File: src/rtl/halt_dump_ctrl_pkg.sv
// ---------------------------------------------------------------------------
// halt_dump_ctrl_pkg
//   Shared CPU-side definitions for the halt / memory-dump controller:
//   - HALT_WORD: instruction encoding that stops the core. The fetch-stall
//     logic and the CPU bench use the same constant.
//   - Default data-memory geometry (ADDR_W / DEPTH) and drain length.
//   - Controller state encoding (6 states, 3 bits).
//   - cnt_width(): number of bits needed to hold a given maximum count.
// ---------------------------------------------------------------------------
package halt_dump_ctrl_pkg;

    localparam logic [31:0] HALT_WORD            = 32'hFFFF_FFFF;
    localparam int          DEFAULT_ADDR_W       = 9;
    localparam int          DEFAULT_DEPTH        = 512;
    localparam int          DEFAULT_DRAIN_CYCLES = 4;

    typedef logic [2:0] state_t;

    localparam state_t ST_RUN       = 3'd0;
    localparam state_t ST_DRAIN     = 3'd1;
    localparam state_t ST_WAIT_SHOW = 3'd2;
    localparam state_t ST_READ      = 3'd3;
    localparam state_t ST_STREAM    = 3'd4;
    localparam state_t ST_DONE      = 3'd5;

    // Bits needed to represent max_val (at least 1).
    function automatic int cnt_width(input int max_val);
        int w;
        w = 1;
        while ((1 << w) <= max_val) begin
            w = w + 1;
        end
        return w;
    endfunction

endpackage

File: src/rtl/halt_dump_ctrl_dump_addr_cnt.sv
// ---------------------------------------------------------------------------
// dump_addr_cnt
//   Counters owned by the halt/dump controller; the FSM lives in the parent.
//   - Drain counter: loads DRAIN_CYCLES-1, decrements on request, saturates
//     at 0. drain_zero flags the final drain cycle.
//   - Address counter: clears to 0, increments on request, never wraps.
//     addr_last flags the terminal address DEPTH-1; an increment request at
//     the terminal address is ignored so DEPTH = 2**ADDR_W ends at all-ones.
//
// Ports
//   clk, rst_n   clock, asynchronous active-low reset
//   drain_load   load drain counter with DRAIN_CYCLES-1
//   drain_dec    decrement drain counter (ignored at 0)
//   drain_zero   drain counter is 0
//   addr_clr     clear address counter
//   addr_inc     advance address counter (ignored at DEPTH-1)
//   addr         current word address
//   addr_last    addr == DEPTH-1
// ---------------------------------------------------------------------------
module dump_addr_cnt
    import halt_dump_ctrl_pkg::*;
#(
    parameter int DRAIN_CYCLES = DEFAULT_DRAIN_CYCLES,
    parameter int ADDR_W       = DEFAULT_ADDR_W,
    parameter int DEPTH        = DEFAULT_DEPTH
) (
    input  logic              clk,
    input  logic              rst_n,
    input  logic              drain_load,
    input  logic              drain_dec,
    output logic              drain_zero,
    input  logic              addr_clr,
    input  logic              addr_inc,
    output logic [ADDR_W-1:0] addr,
    output logic              addr_last
);

    localparam int                 DRAIN_W    = cnt_width(DRAIN_CYCLES - 1);
    localparam logic [DRAIN_W-1:0] DRAIN_INIT = DRAIN_W'(DRAIN_CYCLES - 1);
    localparam logic [ADDR_W-1:0]  ADDR_LAST  = ADDR_W'(DEPTH - 1);

    logic [DRAIN_W-1:0] drain_cnt;

    always_ff @(posedge clk or negedge rst_n) begin
        if (!rst_n) begin
            drain_cnt <= '0;
        end else if (drain_load) begin
            drain_cnt <= DRAIN_INIT;
        end else if (drain_dec && (drain_cnt != '0)) begin
            drain_cnt <= drain_cnt - 1'b1;
        end
    end

    always_ff @(posedge clk or negedge rst_n) begin
        if (!rst_n) begin
            addr <= '0;
        end else if (addr_clr) begin
            addr <= '0;
        end else if (addr_inc && !addr_last) begin
            addr <= addr + 1'b1;
        end
    end

    assign drain_zero = (drain_cnt == '0);
    assign addr_last  = (addr == ADDR_LAST);

endmodule

File: src/rtl/halt_dump_ctrl.sv
// ---------------------------------------------------------------------------
// halt_dump_ctrl
//   Watches the fetched instruction for HALT_WORD, stalls the core, holds
//   for DRAIN_CYCLES so in-flight stores retire, then waits for show_en and
//   streams every data-memory word (address 0 .. DEPTH-1) to the sink.
//
// Ports
//   CLK, RST_N    clock (rising edge), asynchronous active-low reset
//   instruction   fetched instruction, compared against HALT_WORD in RUN
//   show_en       level request to start the dump (sampled in WAIT_SHOW)
//   halted        1 in every state except RUN; stalls fetch/PC
//   mem_rd_en     data-memory read strobe (READ state only)
//   mem_rd_addr   word address of the read
//   mem_rd_data   read data, valid exactly one cycle after mem_rd_en
//   dump_valid    dump_data/dump_addr/dump_last are valid
//   dump_ready    sink accepts the word
//   dump_data     memory word
//   dump_addr     address of dump_data
//   dump_last     dump_data is the final word (address DEPTH-1)
//   done          dump complete, sticky until reset
//   state         current controller state (encoding in the package)
//
// Handshake: a word transfers on a rising edge where dump_valid and
// dump_ready are both 1. While dump_valid is 1 and no transfer has happened,
// dump_data, dump_addr and dump_last hold. dump_ready may be asserted at any
// time; it has no effect while dump_valid is 0. dump_valid does not depend
// on dump_ready.
// ---------------------------------------------------------------------------
module halt_dump_ctrl #(
    parameter logic [31:0] HALT_WORD    = halt_dump_ctrl_pkg::HALT_WORD,
    parameter int          DRAIN_CYCLES = halt_dump_ctrl_pkg::DEFAULT_DRAIN_CYCLES,
    parameter int          ADDR_W       = halt_dump_ctrl_pkg::DEFAULT_ADDR_W,
    parameter int          DEPTH        = halt_dump_ctrl_pkg::DEFAULT_DEPTH
) (
    input  logic              CLK,
    input  logic              RST_N,
    input  logic [31:0]       instruction,
    input  logic              show_en,
    output logic              halted,
    output logic              mem_rd_en,
    output logic [ADDR_W-1:0] mem_rd_addr,
    input  logic [31:0]       mem_rd_data,
    output logic              dump_valid,
    input  logic              dump_ready,
    output logic [31:0]       dump_data,
    output logic [ADDR_W-1:0] dump_addr,
    output logic              dump_last,
    output logic              done,
    output logic [2:0]        state
);

    import halt_dump_ctrl_pkg::*;

    state_t              state_q;
    state_t              state_d;

    logic                drain_load;
    logic                drain_dec;
    logic                drain_zero;
    logic                addr_clr;
    logic                addr_inc;
    logic [ADDR_W-1:0]   addr;
    logic                addr_last;

    logic [ADDR_W-1:0]   dump_addr_q;
    logic                dump_last_q;
    logic [31:0]         held_q;
    logic                fresh_q;

    logic                handshake;

    dump_addr_cnt #(
        .DRAIN_CYCLES (DRAIN_CYCLES),
        .ADDR_W       (ADDR_W),
        .DEPTH        (DEPTH)
    ) u_cnt (
        .clk        (CLK),
        .rst_n      (RST_N),
        .drain_load (drain_load),
        .drain_dec  (drain_dec),
        .drain_zero (drain_zero),
        .addr_clr   (addr_clr),
        .addr_inc   (addr_inc),
        .addr       (addr),
        .addr_last  (addr_last)
    );

    assign handshake = (state_q == ST_STREAM) && dump_ready;

    always_comb begin
        state_d    = state_q;
        drain_load = 1'b0;
        drain_dec  = 1'b0;
        addr_clr   = 1'b0;
        addr_inc   = 1'b0;
        case (state_q)
            ST_RUN: begin
                if (instruction == HALT_WORD) begin
                    state_d    = ST_DRAIN;
                    drain_load = 1'b1;
                end
            end
            ST_DRAIN: begin
                // Counter was loaded with DRAIN_CYCLES-1 on the halt edge,
                // so leaving on zero gives exactly DRAIN_CYCLES cycles here.
                if (drain_zero) begin
                    state_d = ST_WAIT_SHOW;
                end else begin
                    drain_dec = 1'b1;
                end
            end
            ST_WAIT_SHOW: begin
                if (show_en) begin
                    state_d  = ST_READ;
                    addr_clr = 1'b1;
                end
            end
            ST_READ: begin
                state_d = ST_STREAM;
            end
            ST_STREAM: begin
                if (handshake) begin
                    if (dump_last_q) begin
                        state_d = ST_DONE;
                    end else begin
                        state_d  = ST_READ;
                        addr_inc = 1'b1;
                    end
                end
            end
            ST_DONE: begin
                state_d = ST_DONE;
            end
            default: begin
                state_d = ST_RUN;
            end
        endcase
    end

    always_ff @(posedge CLK or negedge RST_N) begin
        if (!RST_N) begin
            state_q <= ST_RUN;
        end else begin
            state_q <= state_d;
        end
    end

    // Memory read data arrives during the first STREAM cycle. It is shown
    // directly that cycle (fresh_q) and copied into held_q at the end of it,
    // so the word stays stable under backpressure even if the memory output
    // does not.
    always_ff @(posedge CLK or negedge RST_N) begin
        if (!RST_N) begin
            dump_addr_q <= '0;
            dump_last_q <= 1'b0;
            held_q      <= '0;
            fresh_q     <= 1'b0;
        end else begin
            fresh_q <= 1'b0;
            if (state_q == ST_READ) begin
                dump_addr_q <= addr;
                dump_last_q <= addr_last;
                fresh_q     <= 1'b1;
            end
            if (fresh_q) begin
                held_q <= mem_rd_data;
            end
        end
    end

    assign halted      = (state_q != ST_RUN);
    assign mem_rd_en   = (state_q == ST_READ);
    assign mem_rd_addr = addr;
    assign dump_valid  = (state_q == ST_STREAM);
    assign dump_data   = fresh_q ? mem_rd_data : held_q;
    assign dump_addr   = dump_addr_q;
    assign dump_last   = dump_valid && dump_last_q;
    assign done        = (state_q == ST_DONE);
    assign state       = state_q;

endmodule

File: config.mk
export PLATFORM = sky130hd
export DESIGN_NAME = halt_dump_ctrl
export DESIGN_NICKNAME = d
export VERILOG_FILES = /design/src/rtl/halt_dump_ctrl_pkg.sv /design/src/rtl/halt_dump_ctrl_dump_addr_cnt.sv /design/src/rtl/halt_dump_ctrl.sv
export SDC_FILE = /design/constraint.sdc
export NUM_CORES = 1
export LEC_CHECK = 0
export ABC_AREA = 1
export ABC_CLOCK_PERIOD_IN_PS = 1900
export BUFFER_PORTS_ARGS = -buffer_cell sky130_fd_sc_hd__buf_2
export CORE_AREA = 2 2 67 94
export DETAILED_ROUTE_END_ITERATION = 12
export DIE_AREA = 0 0 69 96
export GPL_TIMING_DRIVEN = 1
export PLACE_DENSITY = 0.85
export SLEW_MARGIN = 40
export SYNTH_ARGS = -nofsm -noshare
export SYNTH_HDL_FRONTEND = slang
export SYNTH_SLANG_ARGS = --single-unit
File: constraint.sdc
create_clock -name CLK -period 1.9 [get_ports CLK]
set_clock_uncertainty 0.05 [all_clocks]
set_input_delay 0.38 -clock CLK [delete_from_list [all_inputs] [get_ports CLK]]
set_output_delay 0.38 -clock CLK [all_outputs]
set_load 0.02 [all_outputs]
==> impl_metrics.yaml <==
route:
  drt_wl_total_mm: 6.739
  ant_nets: 0
  wire_per_inst_um: 14.59
  drt_iter0_markers: 94
  vias_per_cell: 4.898
  vias: 2263
  post-route-drc-count: 0
  dr.pass1.iters: 4
floorplan:
  io_pins: 126
  die_x_um: 69
  start_util_pct: 43.59
  dieArea_sq_um: 6624
  fp.dieH_um: 96
  design.core.area_sq_um: 5781
  rows: 33
worst_hold_path:
  hold_depth: 2
  hold_path.class: "in -> reg"
sta:
  report.final.slew_viol_count: 0
  finalWorstSetupSlack_ns: -0.01457
  max_freq_ghz: 0.5223
  period_share_pct: 100.8
  slew_headroom_pct: 64.79
  fin_crit_ns: 1.915
  hold_viol: 0
  setup_violations: 7
  rsz0062_at_grt: "yes"
  hold_slack_ns: 0.2355
  worst_pin_slew_ns: 0.5267
pwr:
  power-per-cell-area_nw_per_um2: 1631
  vdd.ir_drop.worst_mv: 0.7323
  leakagePower_nw: 1.930
  p_total_mw: 6.004
worst_setup_path:
  critPathLaunchType: "flop"
  crit_type: "reg -> out"
  worst_ep_required_time_ns: 1.47
  cp_max_fo: 16
  rr_worst_depth: 10
  cp_data_arrival_time_ns: 1.48
  crit_path_end_kind: "primary output"
place:
  dp_cells: 440
  post_dp_cell_area_sq_um: 3264
  dp_hpwl_mm: 4.625
  portBuffers: 125
  routabilityCongestion: 0.8710
status:
  status: "finished with violations"
  violations: "setup timing"
grt:
  grt_pass1_wl_mm: 9.977
  grt-ovfl-total: 0
  grt_pass1_vias: 2190
  grt_start_max_net_pins: 58
  antenna_found_initial: 0
  grt_usage_pct: 19.22
clocking:
  cts-buffers-inserted: 9
  cts_tree: "built"
  clkTransAtPathRegs_ns: 0.07
  clk_path_buf_depth: 2
  insertion_delay_ns: 0.34
  clock-root-buffer: "clkbuf_8"
  htree_levels: 3
  clock-sinks: 57
cells_and_area:
  fin_area_sq_um: 3681
  areaGrowthSynthToFinish_pct: 46.08
  n_antenna_cell: 0
  fill_cells: 470
  nNetsFinal: 459
  instances_no_fill: 462
  layout-drive-gt1-share_pct: 53.06
  final_util_pct: 63.68
job:
  drv_cap: 0
synth:
  synth_area_sq_um: 2520
  synthCells: 246
  synth-seq-area-share_pct: 56.60
  syn_nets: 317
  ys_seq_elements: 57
  netlist-cell-type-count: 24
  avgSynthCellArea_sq_um: 10.24
  yosysWarnings: 0
sequential cells by signal, indices dropped and copies added (netlist names):
name / count
u_cnt.addr: 9
dump_addr: 9
fresh_q: 1
dump_last_q: 1
held_q: 32
state: 3
u_cnt.drain_cnt: 2
cell type report:
cell class	instances	area, sq um	share of cell area (%)
Sequential cell	57	1428	38.78
Multi-Input combinational cell	165	1095	29.74
Timing Repair Buffer	135	783.3	21.28
Clock buffer	9	123.9	3.365
Tap cell	70	87.58	2.379
Clock inverter	6	83.83	2.277
Inverter	20	80.08	2.175
power by group:
| group | switching [mW] | internal [mW] |
|---|---|---|
| sequential | 0.239 | 1.70 |
| combinational | 1.67 | 1.20 |
| clock | 0.467 | 0.725 |
path summary, 6_finish.rpt:
kind	from	end	slack [ns]
worst min register to register	dump_addr[0]	dump_addr[0]	0.43
worst max-delay path	fresh_q	dump_data[3]	-0.01
min in group asynchronous	RST_N	held_q[7]	0.53
max in group asynchronous	RST_N	fresh_q	1.01
worst max register to register	u_cnt.addr[1]	u_cnt.addr[5]	0.06
worst min-delay path	mem_rd_data[9]	held_q[9]	0.24
cells in the mapped netlist, drive strengths merged:
cell type / number / area share [%]
nand2: 64 / 9.9
dfrtp: 57 / 57
mux2: 32 / 14
nor2: 25 / 4.7
inv: 20 / 3.2
nand3: 15 / 3.4
o21ai: 13 / 2.6
a21oi: 4 / 0.79
buf: 4 / 0.79
ha: 3 / 1.5
nor3: 2 / 0.40
xor2: 2 / 0.70
clkbuf: 1 / 0.15
nand4: 1 / 0.25
nor4: 1 / 0.25
o31ai: 1 / 0.30
or2: 1 / 0.25
logic make-up after synthesis:
| group | Yosys count | share of synthesized area (%) |
|---|---|---|
| fa+ha+maj | 3 | 1.490 |
| mux | 32 | 14.30 |
| flops | 57 | 56.60 |
| simple gates | 109 | 19.12 |
| buf+inv | 25 | 4.121 |
| xor+xnor | 2 | 0.6953 |
| compound gates | 18 | 3.674 |
per-stage QoR:
stage          worst slack, ns  setup TNS, ns
6_report              -0.01457       -0.04371
5_1_grt               -0.04353         -1.087
4_1_cts               -0.03072        -0.2064
3_5_place_dp          -0.01726       -0.02945
3_3_place_gp            0.1269              0
2_1_floorplan          0.05967              0
timing repair:
action | 4_1_cts | 5_1_grt
setup buffers | 0 | 4
pin swaps | 0 | 8
hold buffers | 1 | 0
hold endpoints to repair | 22 | 0
endpoints found under the setup margin | 31 | 42
resized for setup | 1 | 41
gates cloned | 0 | 2
cell usage in the layout, fill, tap and decap left out, types with 2 or more instances in the layout:
master | Yosys | routed
a21oi_1 | 4 | 2
a21oi_2 | 0 | 2
buf_12 | 0 | 2
buf_2 | 4 | 110
buf_4 | 0 | 21
bufinv_16 | 0 | 2
clkbuf_8 | 0 | 9
clkinv_2 | 0 | 3
clkinv_4 | 0 | 2
dfrtp_1 | 57 | 56
inv_1 | 17 | 16
inv_2 | 2 | 3
mux2_2 | 32 | 31
nand2_1 | 62 | 60
nand2_4 | 1 | 2
nand3_1 | 13 | 12
nand3_2 | 2 | 2
nor2_1 | 21 | 19
nor2_2 | 3 | 5
nor3_1 | 2 | 2
o21ai_0 | 13 | 9
o21ai_2 | 0 | 3
xor2_1 | 2 | 2
critical path, stage by stage (launching register included):
cell and delay [ns]:
dfrtp_2 0.42, clkbuf_16 0.20, mux2_2 0.36, buf_4 0.16
per-layer routing:
layer  vias to the layer above  part of all wire (%)  track usage (%)
li1                       1089                     -                -
met1                      1084                    36            22.03
met2                        69                    57            33.33
met3                        21                   3.6            3.560
met4                         0                   3.3            12.09
met5                         -                     0                0
Note: power is estimated with default switching activity, not from simulation.
